--- src/rtl/dir_pulse_gen.sv ---
// dir_pulse_gen
// Turns four raw push-buttons into one-cycle, one-hot direction pulses for the
// cursor mover. Each button is synchronised and debounced. A single held
// button gives one pulse on press and then auto-repeats. Multi-button
// chords never produce a pulse.
//
// Ports:
//   clk        - system clock, all state updates on the rising edge
//   rst        - synchronous, active-high reset
//   btn_raw    - asynchronous buttons {right, left, down, up}, active-high
//   directions - registered one-hot pulse (one cycle) or 4'b0000
//   pressed    - registered debounced button vector
module dir_pulse_gen #(
  parameter int unsigned DEBOUNCE_CYCLES = 500000,
  parameter int unsigned REPEAT_DELAY    = 40000000,
  parameter int unsigned REPEAT_PERIOD   = 10000000,
  parameter bit          ENABLE_REPEAT   = 1'b1
) (
  input  logic       clk,
  input  logic       rst,
  input  logic [3:0] btn_raw,
  output logic [3:0] directions,
  output logic [3:0] pressed
);

  // Counter widths hold each parameter's full value, so nothing can wrap.
  localparam int unsigned DB_W   = $clog2(DEBOUNCE_CYCLES + 1);
  localparam int unsigned RP_MAX = (REPEAT_DELAY > REPEAT_PERIOD) ? REPEAT_DELAY : REPEAT_PERIOD;
  localparam int unsigned RP_W   = $clog2(RP_MAX + 1);

  // The debounce counter fires on the edge it would reach DEBOUNCE_CYCLES,
  // i.e. when it already holds DEBOUNCE_CYCLES-1.
  localparam logic [DB_W-1:0] DB_LAST = DB_W'(DEBOUNCE_CYCLES - 1);
  localparam logic [DB_W-1:0] DB_ONE  = DB_W'(1);

  // The repeat counter is loaded with N-1 and the pulse is emitted on the
  // edge where it reads zero, which places the pulse exactly N edges after
  // the previous one.
  localparam logic [RP_W-1:0] DELAY_LD  = RP_W'(REPEAT_DELAY - 1);
  localparam logic [RP_W-1:0] PERIOD_LD = RP_W'(REPEAT_PERIOD - 1);
  localparam logic [RP_W-1:0] RP_ONE    = RP_W'(1);

  localparam logic [1:0] ST_IDLE = 2'd0;
  localparam logic [1:0] ST_HOLD = 2'd1;
  localparam logic [1:0] ST_WAIT = 2'd2;

  function automatic logic is_onehot(input logic [3:0] v);
    return (v != 4'b0000) && ((v & (v - 4'b0001)) == 4'b0000);
  endfunction

  logic [3:0]      sync1_q;
  logic [3:0]      sync2_q;
  logic [DB_W-1:0] db_cnt_q [4];
  logic [DB_W-1:0] db_cnt_d [4];
  logic [3:0]      pressed_q;
  logic [3:0]      pressed_d;
  logic [1:0]      state_q;
  logic [1:0]      state_d;
  logic [3:0]      held_q;
  logic [3:0]      held_d;
  logic [RP_W-1:0] rep_cnt_q;
  logic [RP_W-1:0] rep_cnt_d;
  logic [3:0]      dir_q;
  logic [3:0]      dir_d;
  logic            change_now_s;

  // Two-flop synchroniser for the asynchronous button inputs.
  always_ff @(posedge clk) begin
    if (rst) begin
      sync1_q <= 4'b0000;
      sync2_q <= 4'b0000;
    end else begin
      sync1_q <= btn_raw;
      sync2_q <= sync1_q;
    end
  end

  // Per-bit debounce: count consecutive disagreeing edges, accept the new
  // level once the run is long enough, restart on any agreement.
  always_comb begin
    pressed_d = pressed_q;
    for (int i = 0; i < 4; i++) begin
      db_cnt_d[i] = '0;
      if (sync2_q[i] != pressed_q[i]) begin
        if (db_cnt_q[i] == DB_LAST) begin
          pressed_d[i] = sync2_q[i];
          db_cnt_d[i]  = '0;
        end else begin
          db_cnt_d[i] = db_cnt_q[i] + DB_ONE;
        end
      end else begin
        db_cnt_d[i] = '0;
      end
    end
  end

  // Debounce state registers.
  always_ff @(posedge clk) begin
    if (rst) begin
      pressed_q <= 4'b0000;
      for (int i = 0; i < 4; i++) begin
        db_cnt_q[i] <= '0;
      end
    end else begin
      pressed_q <= pressed_d;
      for (int i = 0; i < 4; i++) begin
        db_cnt_q[i] <= db_cnt_d[i];
      end
    end
  end

  // Command FSM next-state logic. held_q remembers the direction being
  // repeated so any change of pressed_q is seen as an abort. A repeat that
  // lands on the same edge the debounced vector changes is dropped, so a
  // release never yields a stale pulse.
  always_comb begin
    state_d      = state_q;
    held_d       = held_q;
    rep_cnt_d    = rep_cnt_q;
    dir_d        = 4'b0000;
    change_now_s = (pressed_d != pressed_q);
    case (state_q)
      ST_IDLE: begin
        if (is_onehot(pressed_q)) begin
          dir_d     = pressed_q;
          held_d    = pressed_q;
          rep_cnt_d = DELAY_LD;
          state_d   = ST_HOLD;
        end else begin
          state_d = ST_IDLE;
        end
      end
      ST_HOLD: begin
        if (pressed_q != held_q) begin
          if (is_onehot(pressed_q)) begin
            dir_d     = pressed_q;
            held_d    = pressed_q;
            rep_cnt_d = DELAY_LD;
            state_d   = ST_HOLD;
          end else begin
            held_d  = 4'b0000;
            state_d = ST_WAIT;
          end
        end else if (rep_cnt_q == '0) begin
          if (ENABLE_REPEAT && !change_now_s) begin
            dir_d     = held_q;
            rep_cnt_d = PERIOD_LD;
          end else begin
            rep_cnt_d = '0;
          end
        end else begin
          rep_cnt_d = rep_cnt_q - RP_ONE;
        end
      end
      ST_WAIT: begin
        if (pressed_q == 4'b0000) begin
          state_d = ST_IDLE;
        end else if (is_onehot(pressed_q)) begin
          dir_d     = pressed_q;
          held_d    = pressed_q;
          rep_cnt_d = DELAY_LD;
          state_d   = ST_HOLD;
        end else begin
          state_d = ST_WAIT;
        end
      end
      default: begin
        state_d   = ST_IDLE;
        held_d    = 4'b0000;
        rep_cnt_d = '0;
      end
    endcase
  end

  // Command FSM and output registers.
  always_ff @(posedge clk) begin
    if (rst) begin
      state_q   <= ST_IDLE;
      held_q    <= 4'b0000;
      rep_cnt_q <= '0;
      dir_q     <= 4'b0000;
    end else begin
      state_q   <= state_d;
      held_q    <= held_d;
      rep_cnt_q <= rep_cnt_d;
      dir_q     <= dir_d;
    end
  end

  assign directions = dir_q;
  assign pressed    = pressed_q;

endmodule
--- config.mk ---
export PLATFORM = sky130hd
export DESIGN_NAME = dir_pulse_gen
export DESIGN_NICKNAME = d
export VERILOG_FILES = /design/src/rtl/dir_pulse_gen.sv
export SDC_FILE = /design/constraint.sdc
export NUM_CORES = 1
export LEC_CHECK = 0
export ABC_AREA = 1
export CAP_MARGIN = 5
export CORE_AREA = 2 2 126 140
export DETAILED_ROUTE_END_ITERATION = 6
export DIE_AREA = 0 0 128 142
export PLACE_DENSITY = 0.5
export SYNTH_ARGS = -nofsm -noshare
export SYNTH_HDL_FRONTEND = slang
export SYNTH_SLANG_ARGS = --single-unit
--- constraint.sdc ---
create_clock -name clk -period 2.4 [get_ports clk]
set_input_delay 0.6 -clock clk [delete_from_list [all_inputs] [get_ports clk]]
set_output_delay 0.6 -clock clk [all_outputs]
set_load 0.05 [all_outputs]
==> Yosys cells after proc, flatten, opt, wreduce, memory -nomap -nowiden <==
Memory sizes are Yosys's and may differ from the RTL's.
Index checks and enable logic that the tools add are counted.
{ "word_totals": {"register_bits": 48, "latch_bits": 0, "ram_bits": 76, "mem_bits_ro": 0, "in_bits": 6, "output_inout_bits": 8, "elab_cells": 84, "memories": 1} }
{ "memory_table": {"columns": ["memory", "depth", "width", "read_ports", "rd_ports_with_merged_regs", "write_ports", "line", "rtl"], "rows": [
  ["db_cnt_q", 4, 19, 4, 0, 4, "53", "logic [DB_W-1:0] db_cnt_q [4];"]
]} }
{ "classes": {"n_addsub": 6, "mul": 0, "div_mod_pow": 0, "n_lt_le_gt_ge": 0, "n_eq_ne": 14, "n_shift": 0, "n_mux": 44, "bitwise_logic": 5, "reduce_logical": 7} }
{ "op_table": {"columns": ["op", "count"], "rows": [
  ["$mux W19", 12],
  ["$mux W26", 4],
  ["$pmux W26 S3", 1],
  ["$add A19 B1 Y19 const B", 4],
  ["$eq A19 B19 Y1 const B", 4],
  ["$mux W4", 8],
  ["$logic_not A26 Y1", 1],
  ["$sub A26 B1 Y26 const B", 1],
  ["$mux W24", 1],
  ["$pmux W4 S3", 2],
  ["$mux W1", 12],
  ["$logic_not A4 Y1", 2],
  ["$ne A4 B4 Y1", 2],
  ["$mux W2", 3],
  ["$pmux W2 S3", 1],
  ["$and A4 B4 Y4", 1],
  ["$ne A1 B1 Y1", 4],
  ["$ne A2 B2 Y1 const B", 2],
  ["$or A1 B1 Y1", 4],
  ["$reduce_bool A4 Y1", 1],
  ["$sub A4 B1 Y4 const B", 1],
  ["$eq A2 B1 Y1 const B", 1],
  ["$eq A2 B2 Y1 const B", 1],
  ["$logic_not A2 Y1", 1],
  ["2 further kinds", 2]
]} }

==> Depth between registers and ports, before layout <==
Gate-level depths: netlist of the first run.
An unclocked memory read counts as a cell.
{ "depth": {"depth_word": 9, "mapped_depth": 12, "mapped_depth_nobuf": 11} }

==> Worst setup path after synthesis of the first run <==
No wires, ideal clock.
{ "synth_path": {"kind": "register to register", "start": "register pressed_q[2] (netlist: pressed[2])", "end": "register rep_cnt_q[8]", "setup_time_ns": 0.074, "t_arrival_ns": 1.824, "t_required_ns": 2.326, "slack_ns": 0.502, "path_stages_with_launch": 10, "n_path_buf": 2, "synth_period_minus_slack_ns": 1.898, "path_cell_list": "dfxtp_1 buf_2 xor2_1 nor2_1 nand2_4 inv_4 o21ai_4 buf_2 o21ai_0 a31oi_1"} }
{ "synth_via": {"elab_chain_cells": 7, "word_cells_on_any_way": 12, "cone_classes": "1 x add/sub; 2 x eq/ne; 4 x mux; 1 x bitwise; 4 x reduce/logical"} }
{ "synth_rtl": {"columns": ["item", "line", "rtl"], "rows": [
  ["from (decl)", "55", "logic [3:0] pressed_q;"],
  ["from (signal assigned)", "105", "pressed_q <= pressed_d;"],
  ["$sub A4 B1 Y4", "48", "return (v != 4'b0000) && ((v & (v - 4'b0001)) == 4'b0000);"],
  ["$and A4 B4 Y4", "48", null],
  ["$logic_not A4 Y1", "48", null],
  ["$logic_and A1 B1 Y1", "48", null],
  ["$mux W26", null, null],
  ["$mux W26, on equally long branches", null, null],
  ["$pmux W26 S3", "122", "case (state_q)"],
  ["to (signal assigned)", "185", "rep_cnt_q <= rep_cnt_d;"],
  ["to (decl)", "61", "logic [RP_W-1:0] rep_cnt_q;"]
]} }
Several ways; a longest one is shown, not always the timed one. The select of a mux whose other input is x is not followed.
A chain may end at the register's enable or synchronous reset.

==> Worst setup path in the final report of the first run <==
{ "layout_path": {"start": "register dir_q[1] (netlist: directions[1])", "end": "output directions[1]"} }
{ "layout_lines": {"columns": ["item", "line", "rtl"], "rows": [
  ["from (decl)", "63", "logic [3:0] dir_q;"],
  ["from (signal assigned)", "186", "dir_q <= dir_d;"],
  ["to (decl)", "22", "output logic [3:0] directions,"]
]} }
No word-level cell between the ends.

==> results of run 1 <==
[cells in the final DEF, fill, tap and decap left out, types with 17 or more instances in the layout]
cell,n
nor2_2,17
xor2_1,37
dfxtp_1,124
nand2_1,158
nand4_1,19
clkbuf_16,17
a21oi_1,62
inv_1,118
o21ai_0,64
nor2_1,101
nor3_1,17
nand3_1,72
[final cells by class]
type,instances,area [um^2]
Fill cell,1747,9320
Multi-Input combinational cell,644,3430
Tap cell,208,260
Clock inverter,11,116
Clock buffer,21,470
Inverter,125,472
Sequential cell,124,2480
Timing Repair Buffer,25,213
[metal layers]
metal	GRT usage	vias up
met5	0	-
met4	0.0607	0
met3	0.0327	17
met2	0.269	62
met1	0.233	2437
li1	-	3025
[synth_stat cells (5+ instances only)]
cell type    n
a21oi_1     62
a21oi_2      8
a31oi_1     10
buf_2        7
clkbuf_1     7
dfxtp_1    124
ha_1         5
inv_1      118
inv_2        6
nand2_1    158
nand3_1     72
nand3_2      7
nand4_1     19
nor2_1     101
nor2_2      17
nor3_1      17
nor3_2       7
o211ai_1     5
o21ai_0     64
or2_2        9
xnor2_1     10
xor2_1      37
[worst register-to-register path, stage by stage, from the launching register on]
cell and delay [ns]:
dfxtp_1 0.32, inv_1 0.10, ha_1 0.21, nand3_2 0.12, nor2_4 0.21, nand4_1 0.18, nor3_1 0.53, o21ai_0 0.20
nand2_1 0.11, a21oi_2 0.05
[what timing repair did]
item | in CTS | in global routing
setup endpoints to repair | 2 | 1
cloned | 0 | 0
gates resized for setup | 2 | 1
[worst min path at each step]
stage | from | endpoint | slack [ns] | cells after the start
after floorplan | sync1_q[0] | sync2_q[0] | 0.39 | 2
after global placement | sync1_q[1] | sync2_q[1] | 0.39 | 2
after detailed placement | sync1_q[2] | sync2_q[2] | 0.39 | 2
after CTS | sync1_q[2] | sync2_q[2] | 0.40 | 2
after global routing | sync1_q[0] | sync2_q[0] | 0.42 | 2
final | sync1_q[2] | sync2_q[2] | 0.40 | 2
[power groups by stage]
stage	clock [mW]	sequential (mW)	combinational [mW]
after global placement	0	2.12	0.0618
after CTS	2.61	2.07	0.0614
after detailed placement	0	2.12	0.0614
after global routing	2.69	2.07	0.0679
after floorplan	0	2.12	0.0398
final	2.54	2.07	0.0603
[registers in the layout, summed over array words and instances (netlist names)]
register	count
db_cnt_q	76
directions	4
held_q	4
pressed	4
rep_cnt_q	26
state_q	2
sync1_q	4
sync2_q	4
[logic make-up (layout without fill, tap and decap cells)]
family	Yosys count	count (layout)
adder cells (fa/ha/maj)	5	5
AND/OR/NAND/NOR	432	432
AO/OA/AOI/OAI	160	160
XOR/XNOR	47	47
flip-flops	124	124
buffers and inverters	149	182
[through the flow]
step / power, mW / hold slack [ns] / instances / area (um^2) / setup slack [ns]
floorplan: 2.16 / 0.388 / 917 / 6550 / 0.502
global route: 4.83 / 0.421 / 1158 / 7440 / 0.107
global placement: 2.18 / 0.390 / 1126 / 6860 / 0.397
finish: 4.67 / 0.399 / 1158 / 7440 / 0.241
detailed placement: 2.18 / 0.393 / 1126 / 6860 / 0.285
CTS: 4.74 / 0.400 / 1158 / 7440 / 0.00594
==> flow_metrics.py, run 1 <==
metrics = {
    "outcome": {
        "status": "complete, no violations",
    },
    "yosys": {
        "synthFlopType": "dfxtp_1",
        "synth_top_family_by_area": "simple AND/OR/NAND/NOR gates",
        "synth_compound_area_frac": 0.136,
        "ys_seq_area_frac": 0.379,
        "synth.top_cell.area_share": 0.379,
        "ys_types": 44,
        "syn-instance-count": 917,
        "muxShareOfSynthArea": 0,
        "yosysTopAreaCell": "dfxtp_1",
        "synth_xor_area_frac": 0.0628,
        "netlist_area_um2": 6550,
        "synth_warnings": 0,
        "synthTopCellsByArea": "dfxtp_1 (38%), nand2_1 (9.1%), inv_1 (6.8%)",
        "synthAdderAreaFrac": 0.00955,
        "yosys.area_share.simple": 0.315,
        "syn_area_per_cell_um2": 7.14,
        "ys_ff_latch": 124,
        "ys_async_sr_fraction": 0,
        "synthesis.nets": 928,
        "synth_edf_count": 0,
    },
    "final_layout": {
        "fin_nets": 948,
        "final_core_util": 0.444,
        "antenna_cells": 0,
        "area_delta_synth_final_pct": 13.6,
        "layout-drive-gt1-share": 0.119,
    },
    "critical_path": {
        "crit_start": "directions[1]",
        "rr_endpoint": "rep_cnt_q[18]",
        "crit_family": "buffers and inverters",
        "cp_num_cells": 1,
        "reg2reg_slack_ns": 0.25,
        "end_kind": "output pin",
        "slowest_delay_ns": 0.81,
        "required_ns": 1.80,
        "critical-path-slowest-cell": "clkdlybuf4s50_1",
        "worstSetupEndpoint": "directions[1]",
        "critPathMaxFanout": 1,
        "crit_buf_inv": 1,
        "startpoint_type": "flop",
        "reg2reg_from": "rep_cnt_q[0]",
        "crit_chain": "clkdlybuf4s50_1",
        "critPathArrivalTime_ns": 1.56,
        "rr_worst_depth": 9,
        "critPathKind": "flop to output pin",
    },
    "sta": {
        "skew_ns": 0.0132,
        "worstMarginPinSlew_ns": 0.707,
        "period_minus_slack_ns": 2.16,
        "fin_setup_tns_ns": 0,
        "drv_slew": 0,
        "rsz0062_at_grt": "false",
        "setup_viol": 0,
        "fmax_ghz": 0.463,
        "post-route-period-util": 0.900,
        "final_hold_viol_count": 0,
        "relSlewSlack": 0.528,
    },
    "power": {
        "switching_share": 0.209,
        "ir_drop_mv": 0.536,
        "p_clk_frac": 0.544,
        "intPower_mw": 3.69,
        "p_sw_uw": 978,
        "leakage_nw": 3.03,
        "power_density_nw_per_um2": 628,
        "p_seq_frac": 0.444,
        "combPwrFrac": 0.013,
    },
    "floorplanning": {
        "die_h_um": 142,
        "dieArea_um2": 18200,
        "initial_utilization": 0.391,
        "die_w_um": 128,
        "fp-row-count": 50,
        "core_um2": 16800,
        "io_pins": 14,
    },
    "cts": {
        "htreeDepth": 4,
        "cts.hold.buffers_added": 0,
        "cts_tree": "done",
        "clk_latency_ns": 0.42,
        "clkTransAtPathRegs_ns": 0.05,
        "clock_path_buffers": 2,
        "cts.sinks": 124,
        "cts_buffers": 17,
        "post_cts_buffers": 0,
        "clock-root-buffer": "clkbuf_16",
    },
    "route": {
        "drtIter0Drc": 258,
        "ant_nets": 0,
        "routed-wl-met3_um": 408,
        "wl_met1_um": 7280,
        "drt_wl_total_um": 14600,
        "vias": 5541,
        "first_pass_iters": 4,
        "top_layer": "met4",
        "vias_per_cell": 4.78,
        "drc": 0,
        "wl_met2_um": 6670,
        "wire_per_inst_um": 12.6,
    },
    "grt": {
        "grt_pass1_wl_um": 25100,
        "antenna_found_initial": 0,
        "grt_max_degree": 36,
        "track_usage": 0.170,
        "grt_pass1_vias": 5261,
        "grt.overflow.total": 0,
    },
    "hold_path": {
        "hp-class": "flop to flop",
    },
    "placed_design": {
        "dpl.hpwl_um": 10500,
        "gp_congestion": 0.812,
        "port_buffers": 13,
    },
    "run": {
        "drv_cap": 0,
    },
}
(Power assumes the default switching activity.)
==> run 2: changes to the inputs <==
--- a/config.mk
+++ b/config.mk
@@ -8,3 +8,3 @@
 export ABC_AREA = 1
-export CAP_MARGIN = 5
+export CAP_MARGIN = 20
 export CORE_AREA = 2 2 126 140
--- a/constraint.sdc
+++ b/constraint.sdc
@@ -3,2 +3,2 @@
 set_output_delay 0.6 -clock clk [all_outputs]
-set_load 0.05 [all_outputs]
+set_load 0.01 [all_outputs]
==> flow_metrics.py, run 2 (synthesis gave the netlist of run 1 again) <==
metrics = {
    "critical_path": {
        "crit_chain": "clkdlybuf4s50_1",
        "critPathMaxFanout": 10,
        "critPathKind": "flop to output pin",
        "rr_worst_depth": 11,
        "crit_family": "buffers and inverters",
        "cp_num_cells": 1,
        "critical-path-slowest-cell": "clkdlybuf4s50_1",
        "crit_buf_inv": 1,
        "crit_start": "pressed[1]",
        "critPathArrivalTime_ns": 1.60,
        "end_kind": "output pin",
        "reg2reg_slack_ns": 0.35,
        "slowest_delay_ns": 0.65,
        "required_ns": 1.80,
        "reg2reg_from": "rep_cnt_q[0]",
        "startpoint_type": "flop",
    },
    "grt": {
        "grt_pass1_vias": 5346,
        "grt.overflow.total": 0,
        "antenna_found_initial": 0,
        "grt_max_degree": 36,
        "track_usage": 0.173,
        "grt_pass1_wl_um": 25300,
    },
    "power": {
        "leakage_nw": 2.98,
        "ir_drop_mv": 0.463,
        "power_density_nw_per_um2": 623,
        "total_power_mw": 4.63,
    },
    "sta": {
        "fin_setup_tns_ns": 0,
        "fmax_ghz": 0.455,
        "relSlewSlack": 0.504,
        "post-route-period-util": 0.917,
        "rsz0062_at_grt": "false",
        "final_hold_viol_count": 0,
        "setup_viol": 0,
        "skew_ns": 0.00864,
        "worstMarginPinSlew_ns": 0.743,
        "period_minus_slack_ns": 2.20,
        "drv_slew": 0,
    },
    "cts": {
        "clock_path_buffers": 2,
        "cts.hold.buffers_added": 0,
        "htreeDepth": 4,
        "post_cts_buffers": 0,
        "cts_buffers": 17,
        "cts_resized": 0,
        "clk_latency_ns": 0.42,
        "clock-root-buffer": "clkbuf_16",
        "cts.sinks": 124,
        "clkTransAtPathRegs_ns": 0.05,
        "cts_tree": "done",
    },
    "final_layout": {
        "layout_commonest_cell": "nand2_1",
        "fin_nets": 948,
        "fillCellCount": 1765,
        "regArea_um2": 2480,
        "largest_reg_flops": 76,
        "layout-drive-gt1-share": 0.114,
        "top_regs": "db_cnt_q: 76 flops, rep_cnt_q: 26 flops",
        "largest-register": "db_cnt_q",
        "final_cell_mix": "nand2_1 (158), dfxtp_1 (124), inv_1 (118)",
        "multi_input_area_um2": 3430,
        "antenna_cells": 0,
        "area_delta_synth_final_pct": 13.4,
    },
    "placed_design": {
        "dpl.hpwl_um": 10600,
        "port_buffers": 13,
        "gp_congestion": 0.880,
    },
    "hold_path": {
        "hp-start": "sync1_q[0]",
        "min_path_cells": 2,
        "hp-class": "flop to flop",
    },
    "route": {
        "vias": 5595,
        "drt_wl_total_um": 14700,
        "ant_nets": 0,
        "wire_per_inst_um": 12.7,
        "first_pass_iters": 6,
        "drc": 0,
        "vias_per_cell": 4.84,
        "drtIter0Drc": 267,
    },
    "run": {
        "drv_cap": 0,
    },
    "outcome": {
        "status": "complete, no violations",
    },
    "floorplanning": {
        "initial_utilization": 0.391,
        "core_um2": 16800,
        "io_pins": 14,
        "die_w_um": 128,
        "die_h_um": 142,
        "dieArea_um2": 18200,
        "fp-row-count": 50,
    },
}
## run 2: final timing paths
kind	to
worst max-delay path	pressed[1]
worst min-delay path	sync2_q[0]
worst max register to register	rep_cnt_q[23]
worst min register to register	sync2_q[0]
## run 2: power by group
part	switching [mW]	internal [mW]
Sequential	0.00430	2.07
Combinational	0.0387	0.0208
Clock	0.902	1.59
Total	0.945	3.68
## run 2: final cells by class
class	instances	share of cell area
clock buffers	23	0.0644
clock inverters	7	0.0121
inverters	125	0.0635
multi-input cells	644	0.462
flip-flops and latches	124	0.334
well taps	208	0.0350
repair buffers	25	0.0290
## run 2: stage by stage
| stage | area (um^2) | hold WS (ns) | std cells | utilization | setup WS, ns |
|---|---|---|---|---|---|
| finish | 7430 | 0.403 | 1156 | 0.443 | 0.200 |
| global route | 7430 | 0.429 | 1156 | 0.443 | 0.126 |
| CTS | 7430 | 0.405 | 1156 | 0.443 | 0.166 |
| detailed placement | 6860 | 0.397 | 1126 | 0.409 | 0.346 |
| global placement | 6860 | 0.390 | 1126 | 0.409 | 0.387 |
| floorplan | 6550 | 0.388 | 917 | - | 0.638 |
## run 2: routing by layer
metal | vias to the layer above | wire [um] | part of all wire | GRT usage
met5 | - | 0 | 0 | 0
met4 | 0 | 132 | 0.0090 | 0.0613
met3 | 9 | 407 | 0.028 | 0.0406
met2 | 62 | 6680 | 0.46 | 0.272
met1 | 2499 | 7460 | 0.51 | 0.234
li1 | 3025 | - | - | -
==> run 3: changes to the inputs <==
Settings changed: PLACE_DENSITY 0.5 to 0.61.
==> flow_metrics.py, run 3 (synthesis gave the netlist of run 1 again) <==
metrics = {
    "outcome": {
        "status": "complete, no violations",
    },
    "route": {
        "drt_wl_total_um": 14000,
        "wire_per_inst_um": 12.1,
        "drc": 0,
        "vias": 5669,
        "ant_nets": 0,
        "drtIter0Drc": 273,
        "vias_per_cell": 4.90,
        "first_pass_iters": 5,
    },
    "final_layout": {
        "multi_input_area_um2": 3430,
        "regArea_um2": 2480,
        "layout_commonest_cell": "nand2_1",
        "stdcell_area_um2": 7490,
        "final_cell_mix": "nand2_1 (158), dfxtp_1 (124), inv_1 (118)",
        "area_delta_synth_final_pct": 14.3,
        "top_regs": "db_cnt_q: 76 flops, rep_cnt_q: 26 flops",
        "fin_nets": 946,
        "largest_reg_flops": 76,
        "antenna_cells": 0,
        "fin_cells": 1156,
        "fillCellCount": 1721,
        "layout-drive-gt1-share": 0.117,
        "largest-register": "db_cnt_q",
    },
    "power": {
        "leakage_nw": 3.01,
        "power_density_nw_per_um2": 656,
        "ir_drop_mv": 0.426,
    },
    "cts": {
        "clock_path_buffers": 2,
        "cts.sinks": 124,
        "htreeDepth": 4,
        "clk_latency_ns": 0.42,
        "cts_resized": 0,
        "cts_buffers": 17,
        "clkTransAtPathRegs_ns": 0.06,
        "post_cts_buffers": 0,
        "cts.hold.buffers_added": 0,
        "clock-root-buffer": "clkbuf_16",
        "cts_tree": "done",
    },
    "sta": {
        "drv_slew": 0,
        "setup_viol": 0,
        "final_hold_viol_count": 0,
        "post-route-period-util": 0.921,
        "worstMarginPinSlew_ns": 0.676,
        "relSlewSlack": 0.549,
        "fin_setup_tns_ns": 0,
        "skew_ns": 0.00960,
        "fmax_ghz": 0.453,
        "period_minus_slack_ns": 2.21,
        "setup_slack_ns": 0.191,
        "rsz0062_at_grt": "false",
    },
    "critical_path": {
        "crit_family": "buffers and inverters",
        "critPathMaxFanout": 9,
        "critPathKind": "flop to output pin",
        "startpoint_type": "flop",
        "critical-path-slowest-cell": "clkdlybuf4s50_1",
        "rr_worst_depth": 11,
        "end_kind": "output pin",
        "required_ns": 1.80,
        "reg2reg_slack_ns": 0.37,
        "critPathArrivalTime_ns": 1.61,
        "crit_buf_inv": 1,
        "slowest_delay_ns": 0.65,
        "crit_chain": "clkdlybuf4s50_1",
        "cp_num_cells": 1,
    },
    "grt": {
        "grt_pass1_vias": 5291,
        "grt_pass1_wl_um": 24500,
        "antenna_found_initial": 0,
        "track_usage": 0.166,
        "grt_max_degree": 36,
        "grt.overflow.total": 0,
    },
    "floorplanning": {
        "dieArea_um2": 18200,
        "io_pins": 14,
        "die_h_um": 142,
        "initial_utilization": 0.391,
        "fp-row-count": 50,
        "die_w_um": 128,
        "core_um2": 16800,
    },
    "placed_design": {
        "port_buffers": 13,
        "placed_area_um2": 6840,
        "dpl.hpwl_um": 10200,
        "dp_cells": 1124,
        "place_ws_ns": 0.379,
        "gp_congestion": 0.890,
    },
    "hold_path": {
        "hp-class": "flop to flop",
        "min_path_cells": 2,
    },
    "run": {
        "drv_cap": 0,
    },
}
## run 3: final timing paths
kind	from	end
setup reg to reg	rep_cnt_q[0]	rep_cnt_q[19]
setup / recovery	pressed[3]	pressed[3]
hold reg to reg	sync1_q[1]	sync2_q[1]
hold / removal	sync1_q[1]	sync2_q[1]
## run 3: layout make-up
| class | count | area share |
|---|---|---|
| sequential | 124 | 0.331 |
| clock buffer | 18 | 0.0586 |
| clock inverter | 14 | 0.0277 |
| tap | 208 | 0.0347 |
| inverter | 125 | 0.0630 |
| timing repair buffer | 23 | 0.0267 |
| multi-input combinational | 644 | 0.458 |
## run 3: layer usage
| layer | up-vias | part of all wire | wire length (um) | track usage |
|---|---|---|---|---|
| met5 | - | 0 | 0 | 0 |
| met4 | 0 | 0.014 | 198 | 0.0573 |
| met3 | 12 | 0.031 | 434 | 0.0398 |
| met2 | 60 | 0.46 | 6420 | 0.266 |
| met1 | 2587 | 0.50 | 6920 | 0.220 |
| li1 | 3010 | - | - | - |
## run 3: report_power, final
group	internal (mW)	switching (mW)
clock network	1.79	0.996
registers	2.07	0.00414
logic	0.0203	0.0392
## run 3: metrics by stage
step | utilization | hold WS [ns] | power, mW
floorplan | - | 0.388 | 2.16
global placement | 0.408 | 0.390 | 2.18
detailed placement | 0.408 | 0.395 | 2.18
CTS | 0.447 | 0.403 | 4.99
global route | 0.447 | 0.418 | 5.09
finish | 0.447 | 0.401 | 4.92
